<file path="config.mk">
export PLATFORM = sky130hd
export DESIGN_NAME = divide_unit
export DESIGN_NICKNAME = d
export VERILOG_FILES = /design/src/rtl/divide_unit.sv
export SDC_FILE = /design/constraint.sdc
export NUM_CORES = 1
export LEC_CHECK = 0
export CORE_MARGIN = 2
export CORE_UTILIZATION = 50
export CTS_CLUSTER_DIAMETER = 150
export DETAILED_ROUTE_END_ITERATION = 16
export GPL_TIMING_DRIVEN = 0
export HOLD_SLACK_MARGIN = 0.08
export PLACE_DENSITY = 0.74
export SYNTH_ARGS = -nofsm -noshare
export SYNTH_HDL_FRONTEND = slang
export SYNTH_SLANG_ARGS = --single-unit
</file>
<file path="constraint.sdc">
create_clock -name i_clk -period 5 [get_ports i_clk]
set_input_delay 1.25 -clock i_clk [delete_from_list [all_inputs] [get_ports i_clk]]
set_output_delay 1.25 -clock i_clk [all_outputs]
set_load 0.03 [all_outputs]
</file>
<file path="src/rtl/divide_unit.sv">
// Iterative RV32M divider (DIV/DIVU/REM/REMU): restoring division, one quotient bit per cycle,
// valid/ready handshakes on both the operand and the result side.
module divide_unit (
    input  logic        i_clk,
    input  logic        i_rst_n,
    input  logic        i_valid,
    output logic        o_ready,
    input  logic [31:0] i_data_a,
    input  logic [31:0] i_data_b,
    input  logic [1:0]  i_divop,
    input  logic        i_flush,
    output logic        o_valid,
    input  logic        i_ready,
    output logic [31:0] o_data
);

    typedef enum logic [1:0] {StIdle, StCalc, StDone} state_e;

    state_e      state_q;
    logic [1:0]  op_q;
    logic [31:0] dvd_q;       // dividend magnitude, refilled with quotient bits from the LSB
    logic [31:0] dvs_q;
    logic [32:0] rem_q;
    logic [4:0]  cnt_q;
    logic        neg_quo_q;
    logic        neg_rem_q;

    logic        is_signed;
    logic [31:0] abs_a;
    logic [31:0] abs_b;
    logic        div_zero;
    logic        overflow;
    logic [31:0] special_data;
    logic [32:0] shifted;
    logic [32:0] diff;
    logic        qbit;
    logic [32:0] rem_next;
    logic [31:0] quo_next;
    logic [31:0] quo_fix;
    logic [31:0] rem_fix;
    logic [31:0] result;

    always_comb begin
        is_signed = ~i_divop[0];
        abs_a     = (is_signed && i_data_a[31]) ? -i_data_a : i_data_a;
        abs_b     = (is_signed && i_data_b[31]) ? -i_data_b : i_data_b;
        div_zero  = (i_data_b == 32'h0000_0000);
        overflow  = is_signed && (i_data_a == 32'h8000_0000) && (i_data_b == 32'hFFFF_FFFF);
        if (div_zero) begin
            // Remainder of a divide-by-zero is the raw dividend, without sign fix-up
            special_data = i_divop[1] ? i_data_a : 32'hFFFF_FFFF;
        end else begin
            special_data = i_divop[1] ? 32'h0000_0000 : 32'h8000_0000;
        end

        shifted  = {rem_q[31:0], dvd_q[31]};
        diff     = shifted - {1'b0, dvs_q};
        qbit     = ~diff[32];
        rem_next = qbit ? diff : shifted;
        quo_next = {dvd_q[30:0], qbit};
        quo_fix  = neg_quo_q ? -quo_next : quo_next;
        rem_fix  = neg_rem_q ? -rem_next[31:0] : rem_next[31:0];
        result   = op_q[1] ? rem_fix : quo_fix;
    end

    always_ff @(posedge i_clk or negedge i_rst_n) begin
        if (!i_rst_n) begin
            state_q   <= StIdle;
            op_q      <= 2'b00;
            dvd_q     <= 32'h0000_0000;
            dvs_q     <= 32'h0000_0000;
            rem_q     <= 33'h0_0000_0000;
            cnt_q     <= 5'd0;
            neg_quo_q <= 1'b0;
            neg_rem_q <= 1'b0;
            o_ready   <= 1'b1;
            o_valid   <= 1'b0;
            o_data    <= 32'h0000_0000;
        end else if (i_flush) begin
            state_q <= StIdle;
            o_ready <= 1'b1;
            o_valid <= 1'b0;
        end else begin
            case (state_q)
                StIdle: begin
                    if (i_valid) begin
                        op_q      <= i_divop;
                        dvd_q     <= abs_a;
                        dvs_q     <= abs_b;
                        rem_q     <= 33'h0_0000_0000;
                        cnt_q     <= 5'd0;
                        neg_quo_q <= is_signed & (i_data_a[31] ^ i_data_b[31]);
                        neg_rem_q <= is_signed & i_data_a[31];
                        o_ready   <= 1'b0;
                        if (div_zero || overflow) begin
                            state_q <= StDone;
                            o_valid <= 1'b1;
                            o_data  <= special_data;
                        end else begin
                            state_q <= StCalc;
                        end
                    end
                end
                StCalc: begin
                    rem_q <= rem_next;
                    dvd_q <= quo_next;
                    cnt_q <= cnt_q + 5'd1;
                    if (cnt_q == 5'd31) begin
                        state_q <= StDone;
                        o_valid <= 1'b1;
                        o_data  <= result;
                    end
                end
                StDone: begin
                    if (i_ready) begin
                        state_q <= StIdle;
                        o_valid <= 1'b0;
                        o_ready <= 1'b1;
                    end
                end
                default: begin
                    state_q <= StIdle;
                    o_valid <= 1'b0;
                    o_ready <= 1'b1;
                end
            endcase
        end
    end

endmodule
</file>
==> results of run 1 <==
tightest hold or removal path: stages (launching register included):
cell and delay, ns:
dfrtp_1 0.34, nand2_1 0.05, o31ai_1 0.05
timing repair:
item,CTS,global route
pin swaps,7,7
gates cloned,0,0
hold buffers,0,0
resized for setup,28,29
endpoints found under the setup margin,16,30
setup buffers,8,8
stage by stage:
step	std cells	setup slack (ns)	utilization, %	setup TNS, ns	area (um2)
after detailed placement	1963	-1.30	56.8	-18.31	13200
after CTS	2002	-0.00495	60.2	-0.0103	14000
after global placement	1962	-3.12	56.6	-450.11	13200
after floorplan	1541	0.120	-	0	11800
final	2008	0.107	60.9	0	14200
after global routing	2007	-0.0702	60.9	-0.118	14200
cells in the mapped netlist (5+ instances only):
cell       instances  area, um2
nand2_1          178        668
a2111oi_0          8       70.1
a21oi_1          153        766
nand4_1           22        138
o21a_1             8       60.1
clkbuf_1          65        244
nor4_1            18        113
a21o_1            12       90.1
a211oi_1          12       90.1
nor2b_1           11       68.8
o211ai_1          15        113
o21ai_0          152        761
o31ai_1           27        203
xnor2_1           73        639
a31oi_1           15       93.8
buf_1              6       22.5
mux2_2             6       67.6
xor2_1            58        508
and2_1            14       87.6
inv_1             59        221
o221ai_1          14        123
o41ai_1            8       70.1
nand3_1           23        115
nand2b_1          15       93.8
nor3_1            43        215
or3_1             24        150
ha_1              39        488
buf_2             15       75.1
a21boi_0           5       37.5
nor2_1           172        646
dfrtp_1          139       3480
or4_1              8       60.1
and3_1             5       31.3
mux2i_1           25        250
a22o_1             6       52.6
area by class of cell:
| type | count | area [um2] | share of cell area (%) |
|---|---|---|---|
| flip-flops and latches | 140 | 3510 | 24.7 |
| clock buffers | 18 | 429 | 3.03 |
| diodes | 1 | 2.50 | 0.0177 |
| plain buffers | 83 | 360 | 2.54 |
| clock inverters | 14 | 185 | 1.31 |
| inverters | 61 | 234 | 1.65 |
| well taps | 319 | 399 | 2.82 |
| repair buffers | 119 | 1170 | 8.25 |
| multi-input cells | 1253 | 7890 | 55.7 |
registers in the layout (all words and copies together), names as in the netlist, 2 cells and up:
register / flops
dvs_q: 32
cnt_q: 5
rem_q: 32
o_data: 32
dvd_q: 32
state_q: 2
power groups by stage:
stage	registers, mW	clock network [mW]	logic (mW)
after global routing	1.83	1.41	3.17
after global placement	1.79	0	2.70
final	1.79	1.37	2.92
after CTS	1.78	1.37	2.81
after detailed placement	1.80	0	2.74
after floorplan	1.92	0	1.62
how the worst min path moves through the flow:
stage / start / end / slack, ns / cells after the start
after detailed placement: o_data[1] / o_data[1] / 0.47 / 2
after global routing: o_data[9] / o_data[9] / 0.50 / 2
final: o_data[1] / o_data[1] / 0.48 / 2
after floorplan: cnt_q[4] / cnt_q[4] / 0.45 / 2
after CTS: o_data[1] / o_data[1] / 0.48 / 2
after global placement: cnt_q[4] / cnt_q[4] / 0.46 / 2
cell families (layout without fill, tap and decap cells):
group,after synthesis,in the layout
xor+xnor,132,132
other cells,0,1
flops,140,140
simple gates,561,561
mux,31,31
buf+inv,148,295
fa+ha+maj,40,40
compound gates,489,489
cell usage in the layout, fill, tap and decap left out, drive strengths merged, types with 19 or more instances in the layout:
| cell | n |
|---|---|
| nor2 | 173 |
| xor2 | 58 |
| inv | 64 |
| o31ai | 28 |
| xnor2 | 74 |
| nand3 | 23 |
| or3 | 28 |
| ha | 39 |
| buf | 38 |
| nor4 | 19 |
| nand2 | 178 |
| dfrtp | 139 |
| a21oi | 154 |
| clkbuf | 81 |
| clkdlybuf4s50 | 101 |
| o21ai | 155 |
| nor3 | 43 |
| mux2i | 25 |
| nand4 | 22 |
routing by layer:
metal,track usage [%],vias up
met3,6.80,85
met2,53.1,648
li1,-,5825
met1,47.3,5973
met4,11.0,0
met5,0,-
==> results.sh, run 1 <==
export IMPL_hold_viol=0
export IMPL_cp_arrival_ns=5.22
export IMPL_power_frac_seq_pct=29.5
export IMPL_finalClockSkew_ns=0.0110
export IMPL_insertion_delay_ns=0.44
export IMPL_highest_layer="met4"
export IMPL_track_usage_pct=34.0
export IMPL_status="completed"
export IMPL_hold_slack_ns=0.481
export IMPL_grt_max_degree=93
export IMPL_cts_root_buf="clkbuf_16"
export IMPL_grt_ovfl_total=0
export IMPL_max_stage_delay_ns=0.48
export IMPL_drt_total_wl_mm=41.7
export IMPL_pwr_share_comb_pct=48.0
export IMPL_start_kind="flip-flop"
export IMPL_rows=56
export IMPL_viasPerCell=6.24
export IMPL_synth_cell_types=79
export IMPL_met3WireLength_mm=4.12
export IMPL_grt_setup_unrepaired="yes"
export IMPL_cp_top_family="compound AO/OA/AOI/OAI gates"
export IMPL_hold_path_class="reg -> reg"
export IMPL_finalCritPeriodShare_pct=97.9
export IMPL_synth_warnings=0
export IMPL_synthAdderAreaFrac_pct=4.32
export IMPL_crit_slowest_cell="dfrtp_1"
export IMPL_max_cap_violations=0
export IMPL_dieArea_um2=24700
export IMPL_sw_frac_of_total_pct=44.7
export IMPL_num_vias=12500
export IMPL_period_minus_slack_ns=4.89
export IMPL_synth_edf_count=0
export IMPL_syn_nets=1652
export IMPL_r2r_start="rem_q[8]"
export IMPL_synth_compound_area_share_pct=25.8
export IMPL_syn_avg_cell_area_um2=7.63
export IMPL_antenna_found_initial=1
export IMPL_synth_top_family_by_area="compound AO/OA/AOI/OAI gates"
export IMPL_ir_drop_mv=0.255
export IMPL_cts_tree="yes"
export IMPL_synth_xor_area_share_pct=10.0
export IMPL_required_ns=5.33
export IMPL_powerDensity_nw_per_um2=429
export IMPL_path_max_fanout=19
export IMPL_postRouteAntennaNets=0
export IMPL_cts_path_max_buffers=2
export IMPL_crit_path_end_kind="flip-flop"
export IMPL_crit_cells=21
export IMPL_die_w_um=157
export IMPL_p_total_mw=6.08
export IMPL_reg2reg_depth=21
export IMPL_wirelength_met1_mm=17.7
export IMPL_drive_gt1_share_pct=7.64
export IMPL_met2_length_mm=18.7
export IMPL_cts_made_buffers=17
export IMPL_grt_pass1_vias=11800
export IMPL_async_flop_share_pct=100
export IMPL_pin_count=105
export IMPL_max_freq_ghz=0.204
export IMPL_reg2reg_slack_ns=0.11
export IMPL_io_buffers=102
export IMPL_cp_cell_sequence="ha_1 > clkbuf_2 > a21oi_1 > o211ai_1 > o2111ai_1 > o211ai_4 > a31oi_4 > xnor2_4 > clkinv_4 > buf_12 > buf_6 > a21oi_4 > ha_4 > nand2_1 > or4_4 > nor3_4 > o22ai_2 > o31ai_1 > xnor2_1 > nor2_1 > o31a_1"
export IMPL_synth_seq_cells=140
export IMPL_slew_viol_final=0
export IMPL_p_leak_nw=5.72
export IMPL_cp_endpoint="o_data[22]"
export IMPL_drt_pass1_iterations=8
export IMPL_startpoint="rem_q[8]"
export IMPL_clkPwrFrac_pct=22.5
export IMPL_synth_seq_area_share_pct=29.8
export IMPL_syn_area_um2=11800
export IMPL_wl_per_cell_um=20.7
export IMPL_setup_viol=0
export IMPL_htree_num_levels=4
export IMPL_crit_type="reg -> reg"
export IMPL_drc=0
export IMPL_nets=1786
export IMPL_clk_pin_slew_ns=0.07
export IMPL_syn_inst=1541
export IMPL_synth_simple_area_share_pct=22.4
export IMPL_synthMuxAreaShare_pct=2.70
export IMPL_dieHeight_um=157
export IMPL_power_switching_mw=2.72
export IMPL_area_delta_synth_final_pct=20.6
export IMPL_detailed_place_hpwl_mm=32.1
export IMPL_start_util_pct=50.5
export IMPL_crit_buf_inv=4
export IMPL_core_um2=23300
export IMPL_fill_cells=2187
export IMPL_gp_congestion=0.961
export IMPL_reg2reg_to="o_data[22]"
export IMPL_cts_sinks=140
export IMPL_worst_slew_pin_slew_ns=1.19
export IMPL_grt_pass1_wl_mm=65.0
export IMPL_synth_flop_cell="dfrtp_1"
export IMPL_drtIter0Drc=1442
export IMPL_intPower_mw=3.36
export IMPL_relSlewSlack_pct=20.3
Note: power is estimated with default switching activity, not from simulation.
==> run 2: changes to the inputs <==
--- a/config.mk
+++ b/config.mk
@@ -5,13 +5,13 @@
 export SDC_FILE = /design/constraint.sdc
 export NUM_CORES = 1
 export LEC_CHECK = 0
+export ABC_CLOCK_PERIOD_IN_PS = 5000
 export CORE_MARGIN = 2
-export CORE_UTILIZATION = 50
+export CORE_UTILIZATION = 38
 export CTS_CLUSTER_DIAMETER = 150
 export DETAILED_ROUTE_END_ITERATION = 16
 export GPL_TIMING_DRIVEN = 0
 export HOLD_SLACK_MARGIN = 0.08
-export PLACE_DENSITY = 0.74
 export SYNTH_ARGS = -nofsm -noshare
 export SYNTH_HDL_FRONTEND = slang
 export SYNTH_SLANG_ARGS = --single-unit
==> results.sh, run 2 (synthesis results as in run 1) <==
export IMPL_grt_pass1_wl_mm=69.1
export IMPL_drt_total_wl_mm=44.6
export IMPL_max_freq_ghz=0.205
export IMPL_viasPerCell=6.01
export IMPL_cts_sinks=140
export IMPL_post_place_ws_ns=-1.39
export IMPL_num_vias=12500
export IMPL_diodes=0
export IMPL_detailed_place_hpwl_mm=34.3
export IMPL_ir_drop_mv=0.244
export IMPL_finalCritPeriodShare_pct=97.5
export IMPL_required_ns=5.34
export IMPL_layout_common_cells="nand2_1 (178), nor2_1 (171), o21ai_0 (151), a21oi_1 (146), dfrtp_1 (134)"
export IMPL_worst_slack_ns=0.124
export IMPL_track_usage_pct=27.1
export IMPL_start_kind="flip-flop"
export IMPL_cp_arrival_ns=5.21
export IMPL_finalClockSkew_ns=0.0116
export IMPL_final_util_pct=46.9
export IMPL_core_um2=30500
export IMPL_reg2reg_depth=21
export IMPL_drt_pass1_iterations=5
export IMPL_hold_path_class="reg -> reg"
export IMPL_rows=64
export IMPL_relSlewSlack_pct=3.52
export IMPL_whs_path_depth=1
export IMPL_setup_viol=0
export IMPL_pin_count=105
export IMPL_cts_root_buf="clkbuf_16"
export IMPL_start_util_pct=38.5
export IMPL_die_w_um=180
export IMPL_grt_max_degree=91
export IMPL_placed_area_um2=13300
export IMPL_hold_viol=0
export IMPL_dieArea_um2=32300
export IMPL_crit_type="reg -> reg"
export IMPL_slew_viol_final=0
export IMPL_cts_path_max_buffers=2
export IMPL_gp_congestion=0.945
export IMPL_io_buffers=102
export IMPL_drive_gt1_share_pct=8.83
export IMPL_path_max_fanout=10
export IMPL_tns_ns=0
export IMPL_area_delta_synth_final_pct=21.7
export IMPL_instances_no_fill=2083
export IMPL_clk_pin_slew_ns=0.07
export IMPL_p_leak_nw=5.72
export IMPL_crit_path_end_kind="flip-flop"
export IMPL_insertion_delay_ns=0.44
export IMPL_cts_tree="yes"
export IMPL_status="completed"
export IMPL_period_minus_slack_ns=4.88
export IMPL_grt_ovfl_total=0
export IMPL_nets=1785
export IMPL_powerDensity_nw_per_um2=423
export IMPL_htree_num_levels=4
export IMPL_drtIter0Drc=1248
export IMPL_cts_made_buffers=17
export IMPL_wl_per_cell_um=21.4
export IMPL_antenna_found_initial=0
export IMPL_worst_slew_pin_slew_ns=1.44
export IMPL_final_common_cell="nand2_1"
export IMPL_fill_cells=3047
export IMPL_final_cell_area_um2=14300
export IMPL_dp_cells=2040
export IMPL_hold_buffers=0
export IMPL_max_cap_violations=0
export IMPL_postRouteAntennaNets=0
export IMPL_drc=0
export IMPL_dieHeight_um=180
export IMPL_grt_pass1_vias=11900
[run 2: cell types whose count changed in the layout (fill, tap and decap cells not counted), sizes merged]
cell | before | now
inv | 64 | 68
buf | 38 | 35
bufinv | 3 | 1
clkbuf | 81 | 82
clkinvlp | 3 | 2
diode | 1 | 0
[run 2: repair_timing]
| item | CTS | global route |
|---|---|---|
| pin swaps | 9 | 17 |
| endpoints found under the setup margin | 32 | 32 |
| resized for setup | 39 | 44 |
| setup buffers | 8 | 7 |
[run 2: metal layers]
layer / global-route usage (%) / part of all wire [%] / vias to the layer above
met5: 0 / 0 / -
met4: 9.37 / 3.3 / 0
met3: 6.54 / 8.4 / 96
met2: 41.6 / 44 / 578
met1: 37.3 / 44 / 6020
li1: - / - / 5815
[run 2: layout make-up]
type	count	area [um2]	area share (%)
Timing Repair Buffer	118	1160	8.12
Sequential cell	140	3510	24.5
Clock inverter	15	156	1.09
Inverter	61	231	1.62
Tap cell	396	495	3.46
Clock buffer	17	425	2.97
Buffer	83	369	2.58
Multi-Input combinational cell	1253	7960	55.6
[run 2: stage by stage]
stage	power, mW	hold WS, ns
after floorplan	3.55	0.445
after global placement	4.53	0.460
after detailed placement	4.57	0.465
after CTS	5.96	0.480
after global routing	6.42	0.522
final	6.05	0.478
[run 2: worst paths after layout]
path | from | end | slack (ns)
max in group asynchronous | i_rst_n | rem_q[16] | 3.30
min in group asynchronous | i_rst_n | dvs_q[20] | 0.76
setup reg to reg | rem_q[5] | o_data[28] | 0.12
setup / recovery | rem_q[5] | o_data[28] | 0.12
hold reg to reg | o_data[21] | o_data[21] | 0.48
hold / removal | o_data[21] | o_data[21] | 0.48
[run 2: where the power goes]
part | internal, mW | switching [mW] | total [mW]
combinational | 1.12 | 1.84 | 2.96
sequential | 1.45 | 0.316 | 1.77
clock | 0.706 | 0.609 | 1.32
[run 2: worst max-delay path, cell delays in order (launching register included)]
cell      delay [ns]
dfrtp_1         0.50
ha_1            0.42
o21ai_1         0.13
a211oi_2        0.31
o21ai_4         0.12
o211ai_4        0.26
a31oi_4         0.20
xnor2_4         0.19
inv_4           0.08
buf_6           0.17
buf_4           0.21
nor2_1          0.08
a21oi_2         0.19
ha_4            0.18
nand2_1         0.09
or2_2           0.32
mux2i_4         0.23
o221ai_2        0.16
or3_4           0.39
o31ai_2         0.21
xnor2_1         0.12
o41ai_2         0.20
